===== src/rtl/store_outstanding_tracker.sv =====
// Tracks in-flight stores. Stores to non-cached addresses are only allowed when nothing is outstanding.
// A fence blocks new grants until every outstanding store has been acknowledged, then pulses fence_done_o once.
module store_outstanding_tracker #(
  parameter int unsigned     MaxOutstandingStores = 7,
  parameter int unsigned     PLEN                 = 34,
  parameter logic [PLEN-1:0] CachedBase           = 34'h0_8000_0000,
  parameter logic [PLEN-1:0] CachedLen            = 34'h0_4000_0000
) (
  input  logic            clk_i,
  input  logic            rst_ni,
  input  logic            st_req_i,
  input  logic [PLEN-1:0] st_addr_i,
  output logic            st_gnt_o,
  input  logic            st_ack_i,
  input  logic            fence_i,
  output logic            fence_done_o,
  output logic [3:0]      outstanding_o,
  output logic            full_o,
  output logic            empty_o,
  output logic            underflow_o
);

  localparam int unsigned     CntW     = 4;
  localparam logic [CntW-1:0] MaxCnt   = CntW'(MaxOutstandingStores);
  // Region bounds are one bit wider so the end of the region cannot wrap.
  localparam logic [PLEN:0]   RegionLo = {1'b0, CachedBase};
  localparam logic [PLEN:0]   RegionHi = {1'b0, CachedBase} + {1'b0, CachedLen};

  typedef enum logic [1:0] {
    IDLE  = 2'd0,
    DRAIN = 2'd1,
    DONE  = 2'd2
  } state_e;

  state_e          state_q;
  logic [CntW-1:0] count_q, count_d;
  logic            underflow_q;
  logic            fence_done_q;
  logic            addr_cached;
  logic            ack_valid;
  logic            gnt;

  always_comb begin
    addr_cached = ({1'b0, st_addr_i} >= RegionLo) && ({1'b0, st_addr_i} < RegionHi);
  end

  // A non-cached store needs a fully idle memory path, including no ack landing this cycle.
  always_comb begin
    gnt = 1'b0;
    if (rst_ni && (state_q == IDLE) && !fence_i && st_req_i && (count_q < MaxCnt)) begin
      gnt = addr_cached || ((count_q == '0) && !st_ack_i);
    end
  end

  always_comb begin
    ack_valid = st_ack_i && (count_q != '0);
    count_d   = count_q + CntW'(gnt) - CntW'(ack_valid);
  end

  always_ff @(posedge clk_i or negedge rst_ni) begin
    if (!rst_ni) begin
      state_q      <= IDLE;
      count_q      <= '0;
      underflow_q  <= 1'b0;
      fence_done_q <= 1'b0;
    end else begin
      count_q      <= count_d;
      underflow_q  <= underflow_q || (st_ack_i && (count_q == '0));
      fence_done_q <= 1'b0;
      case (state_q)
        IDLE: begin
          if (fence_i) state_q <= DRAIN;
        end
        DRAIN: begin
          if (count_d == '0) begin
            state_q      <= DONE;
            fence_done_q <= 1'b1;
          end
        end
        DONE:    state_q <= IDLE;
        default: state_q <= IDLE;
      endcase
    end
  end

  assign st_gnt_o      = gnt;
  assign fence_done_o  = fence_done_q;
  assign outstanding_o = count_q;
  assign full_o        = (count_q == MaxCnt);
  assign empty_o       = (count_q == '0);
  assign underflow_o   = underflow_q;

endmodule


===== config.mk =====
export PLATFORM = sky130hd
export DESIGN_NAME = store_outstanding_tracker
export DESIGN_NICKNAME = d
export VERILOG_FILES = /design/src/rtl/store_outstanding_tracker.sv
export SDC_FILE = /design/constraint.sdc
export NUM_CORES = 1
export LEC_CHECK = 0
export CAP_MARGIN = 20
export CORE_UTILIZATION = 28
export DETAILED_ROUTE_END_ITERATION = 8
export GPL_ROUTABILITY_DRIVEN = 0
export PLACE_DENSITY = 0.87
export RECOVER_POWER = 50
export SYNTH_ARGS = -nofsm -noshare
export SYNTH_HDL_FRONTEND = slang
export SYNTH_SLANG_ARGS = --single-unit

===== constraint.sdc =====
create_clock -name clk_i -period 3.3 [get_ports clk_i]
set_input_delay 0.495 -clock clk_i [delete_from_list [all_inputs] [get_ports clk_i]]
set_output_delay 0.495 -clock clk_i [all_outputs]
set_load 0.01 [all_outputs]

# After elaboration in Yosys (flattened, before gate mapping)
# Index checks and enable logic that the tools add are counted.
[word_totals]
regBits = 8
latch_bits = 0
ramBits = 0
rom_bits = 0
input_bits = 39
output_inout_bits = 9
elab_cells = 36
memories = 0
[classes]
n_addsub = 2
mul = 0
n_div = 0
order_cmp = 3
n_eq_ne = 4
shifts = 0
muxes = 6
bitwise_logic = 0
n_reduce_logical = 17
[ops]
columns = ["op", "n"]
rows = [
  ["$ge 34x32->1 const B", 1],
  ["$lt 34x32->1 const B", 1],
  ["$logic_and 1x1->1", 8],
  ["$logic_not 4->1", 2],
  ["$add 4x1->4", 1],
  ["$eq 4x3->1 const B", 1],
  ["$lt 4x3->1 const B", 1],
  ["$mux 2", 2],
  ["$ne 2x2->1 const B", 2],
  ["$pmux 2 s2", 1],
  ["$reduce_bool 4->1", 1],
  ["$sub 4x1->4", 1],
  ["$mux 1", 3],
  ["$eq 2x1->1 const B", 1],
  ["$logic_not 1->1", 2],
  ["$logic_not 2->1", 1],
  ["$logic_or 1x1->1", 2],
  ["$reduce_and 2->1", 1],
]

# Longest topological paths before layout
[depth]
word_depth = 11
mapped_depth = 12
ltp_nobuf = 12

# Worst setup path after synthesis
# Ideal clock, no wire load.
[synth_timing]
path_kind = "register -> register"
from = "register count_q[2], in the netlist outstanding_o[2]"
to = "register state_q[0]"
setup_ns = 0.124
t_arrival_ns = 3.197
required_ns = 3.176
path_slack_ns = -0.021
stages_incl_launch_ff = 12
n_path_buf = 0
synth_period_minus_slack_ns = 3.321
path_cell_list = "dfrtp_1 inv_1 ha_1 nor3b_1 a21oi_1 nor3_1 ha_1 inv_1 fa_1 inv_1 or4b_4 o31a_1"
[synth_via]
elab_chain_len = 9
elab_cells_between_ends = 13
classes_between = "add/sub (2); order compare (1); eq/ne (1); mux (1); reduce/logical (8)"
[synth_rtl]
columns = ["element", "line", "source"]
rows = [
  ["from (decl)", "36", "logic [CntW-1:0] count_q, count_d;"],
  ["from (signal assigned)", "67", "count_q <= count_d;"],
  ["$logic_not 4->1", "--", ""],
  ["net empty_o", "19", "output logic empty_o,"],
  ["$logic_and 1x1->1", "51", "gnt = addr_cached || ((count_q == '0) && !st_ack_i);"],
  ["$logic_or 1x1->1", "51", ""],
  ["$mux 1", "50", "if (rst_ni && (state_q == IDLE) && !fence_i && st_req_i && (count_q < MaxCnt)) begin"],
  ["net st_gnt_o", "13", "output logic st_gnt_o,"],
  ["$add 4x1->4", "57", "count_d = count_q + CntW'(gnt) - CntW'(ack_valid);"],
  ["$sub 4x1->4", "57", ""],
  ["net count_d[1]", "36", ""],
  ["$logic_not 4->1", "75", "if (count_d == '0) begin"],
  ["$ne 2x2->1 (no source line)", "--", ""],
  ["$reduce_and 2->1 (no source line)", "--", ""],
  ["to (signal assigned)", "62", "state_q <= IDLE;"],
  ["to (signal assigned)", "76", "state_q <= DONE;"],
  ["to (signal assigned)", "80", "DONE: state_q <= IDLE;"],
  ["to (decl)", "35", "state_e state_q;"],
]
# The timed path passes the listed nets, and every way through them passes these cells.
# A chain may end at the register's enable or synchronous reset.

# Final worst setup path
[layout_timing]
from = "input port st_addr_i[33]"
to = "register state_q[0]"
[layout_via]
elab_chain_len = 9
elab_cells_between_ends = 10
classes_between = "add/sub (2); order compare (2); eq/ne (1); mux (1); reduce/logical (4)"
[layout_rtl]
columns = ["element", "line", "source"]
rows = [
  ["from (decl)", "12", "input logic [PLEN-1:0] st_addr_i,"],
  ["$ge 34x32->1 or $lt 34x32->1 (tied branches)", "44", "addr_cached = ({1'b0, st_addr_i} >= RegionLo) && ({1'b0, st_addr_i} < RegionHi);"],
  ["$logic_and 1x1->1 (*)", "44", ""],
  ["$logic_or 1x1->1 (*)", "51", ""],
  ["$mux 1 (*)", "50", ""],
  ["$add 4x1->4 (*)", "57", ""],
  ["$sub 4x1->4 (*)", "57", ""],
  ["net count_d[1]", "36", ""],
  ["$logic_not 4->1 (*)", "75", ""],
  ["$ne 2x2->1 (no source line) (*)", "--", ""],
  ["$reduce_and 2->1 (no source line) (*)", "--", ""],
]
# Mark *: on every way through the listed nets, which the timed path passes. The rest lies on a longest branch.

==> impl_metrics.yaml <==
synthesis:
  synth_edf_count: 0
  synth-simple-area-share_pct: 19.9
  synth.area.mux_share_pct: 0
  synth_xor_area_share_pct: 1.88
  synthTopCellsByArea: "dfrtp_1, ha_1, inv_1"
  synth-seq-cells: 8
  synth_common_cells: "inv_1, dfrtp_1, ha_1"
  syn_inst: 46
  yosysMostFrequentCell: "inv_1"
  ys.flop_type: "dfrtp_1"
  syn_nets: 92
  synth_compound_area_share_pct: 6.72
  synth_top_area_cell: "dfrtp_1"
  synth_cell_types: 18
  synth_warnings: 0
  ys_seq_area_share_pct: 43.0
  synthesis.area_um2: 465
  synth_top_area_share_pct: 43.0
  synth.avg_cell_area_um2: 10.1
  synthArstFlopShare_pct: 100
  yosys.area_share.adder_pct: 20.4
  synth_top_family_by_area: "adder cells"
power_and_ir_drop:
  vdd_ir_drop_max_v: 0.000393
  p_leak_uw: 0.000326
  power_density_mw_per_mm2: 912
hold_path:
  hold_path_class: "flip-flop to flip-flop"
  hold_start: "underflow_o"
grt:
  antenna_found_initial: 0
  grt_max_degree: 9
  overflow: 0
  grt_usage_pct: 12.2
  grt_pass1_vias: 411
  grt_pass1_wl_mm: 1.63
floorplanning:
  initial_core_util_pct: 30.5
  die_width_um: 42.8
  core_mm2: 0.00152
  dieArea_mm2: 0.00183
  die_h_um: 42.8
  row_count: 14
  io-pin-count: 48
layout:
  seq_area_um2: 200
  syn_to_final_growth_pct: 49.2
  final_nets: 116
  drive_gt1_share_pct: 10.3
  nFillCells: 152
  multi_input_area_um2: 233
  insertedDiodeCount: 0
  final_util_pct: 45.6
  final_cells: 84
cts:
  postCtsHoldBufs: 0
  cts_resized: 0
  cts.sinks: 8
  cts-root-buf: "clkbuf_4"
  cts_buffer_depth: 2
  postCtsSetupBuffers: 0
  htreeDepth: 1
  numCtsBuffers: 3
  cts_tree: "yes"
  clk_latency_ns: 0.25
  path_clk_slew_ns: 0.05
critical_path:
  cp.required_ns: 3.44
  startpoint_type: "primary input"
  cp-endpoint: "state_q[0]"
  crit_path_max_fanout: 3
  worstPathArrival_ns: 3.17
  reg2reg_depth: 11
  startpoint: "st_addr_i[33]"
  crit_type: "primary input to flip-flop"
  rrSetupSlack_ns: 0.30
  r2r_start: "outstanding_o[2]"
  r2r_end: "state_q[0]"
  cp-end-kind: "flip-flop"
placed_design:
  dp_cells: 81
  hpwl_um: 801
  port_buffers: 17
sta:
  setup_viol: 0
  fin_skew_ns: 0.00133
  hold_viol: 0
  fmax_ghz: 0.329
  tightest_slew_ns: 0.417
  period_needed_ns: 3.04
  finalMaxSlewViolations: 0
  slew_headroom_pct: 72.2
  finalCritPeriodShare_pct: 92.0
  grt_setup_unrepaired: "no"
  setup_tns_ns: 0
routing:
  drc_errors: 0
  via_per_inst: 4.64
  routed_wl_um: 893
  drt-pass1-iter-count: 3
  routed-via-count: 390
  wl_per_cell_um: 10.6
  drt_iter0_markers: 1
  drt.antenna.violating_nets: 0
status:
  status: "finished, final reports clean"
run:
  maxCapViolations: 0
registers in the layout (all words and copies together) (netlist names):
signal,flops
state_q,2
underflow_o,1
fence_done_o,1
outstanding_o,4
per-stage QoR:
step / setup slack [ns] / hold slack, ns / area (um^2) / power (uW)
after floorplan: 0.187 / 0.199 / 470 / 422
after global placement: 0.0438 / 0.439 / 676 / 559
after detailed placement: -0.0217 / 0.447 / 676 / 579
after CTS: 0.237 / 0.457 / 698 / 655
after global routing: 0.0204 / 0.467 / 694 / 703
final: 0.263 / 0.446 / 694 / 634
layout make-up:
type,instances,share of cell area [%]
Clock buffer,3,3.24
Inverter,10,5.41
Multi-Input combinational cell,28,33.5
Sequential cell,8,28.8
Tap cell,16,2.88
Timing Repair Buffer,19,26.1
layout by cell type, fill, tap and decap left out:
master / Yosys / layout
clkdlybuf4s50_1: 0 / 13
inv_1: 10 / 10
dfrtp_1: 8 / 8
ha_1: 6 / 6
nor2_1: 4 / 4
dlygate4sd3_1: 0 / 4
a21oi_1: 3 / 3
clkbuf_4: 0 / 3
and3_1: 2 / 2
nor4_1: 2 / 2
nor3b_2: 0 / 1
nor4b_1: 1 / 1
nand4_1: 1 / 1
nor3_1: 1 / 1
xnor2_1: 1 / 1
nand3_1: 1 / 1
or2_2: 1 / 1
a21o_1: 1 / 1
or4b_4: 1 / 1
o31a_1: 1 / 1
fa_1: 1 / 1
buf_4: 0 / 1
clkbuf_1: 0 / 1
report_power, final:
group | leakage (uW) | internal, uW | switching, uW
Sequential | 0.0000942 | 151 | 41.3
Combinational | 0.000218 | 192 | 178
Clock | 0.0000138 | 41.3 | 29.6
Total | 0.000326 | 384 | 249
routing by layer:
metal	routed length (um)	up-vias	GRT usage, %
met2	450	11	19.1
met4	20	0	9.38
li1	-	201	-
met1	386	176	14.1
met3	35	2	2.98
met5	0	-	0
logic make-up (layout without fill, tap and decap cells):
| family | Yosys count | after routing |
|---|---|---|
| AND/OR/NAND/NOR | 15 | 15 |
| buffers and inverters | 10 | 32 |
| flip-flops | 8 | 8 |
| adder cells (fa/ha/maj) | 7 | 7 |
| AO/OA/AOI/OAI | 5 | 5 |
| XOR/XNOR | 1 | 1 |
worst min path at each step:
stage                               to  slack (ns)  cells after the start
after CTS                  underflow_o        0.46                      1
after detailed placement   underflow_o        0.45                      1
after global placement     underflow_o        0.44                      1
after floorplan           fence_done_o        0.20                      0
final                      underflow_o        0.45                      1
after global routing       underflow_o        0.47                      1
worst max-delay path: stages:
cell	delay [ns]
clkdlybuf4s50_1	0.40
nor4b_1	0.31
a21oi_1	0.07
nor3_1	0.27
ha_1	0.22
inv_1	0.06
fa_1	0.50
inv_1	0.05
or4b_4	0.54
o31a_1	0.25
Power figures use the tool's default switching activity.
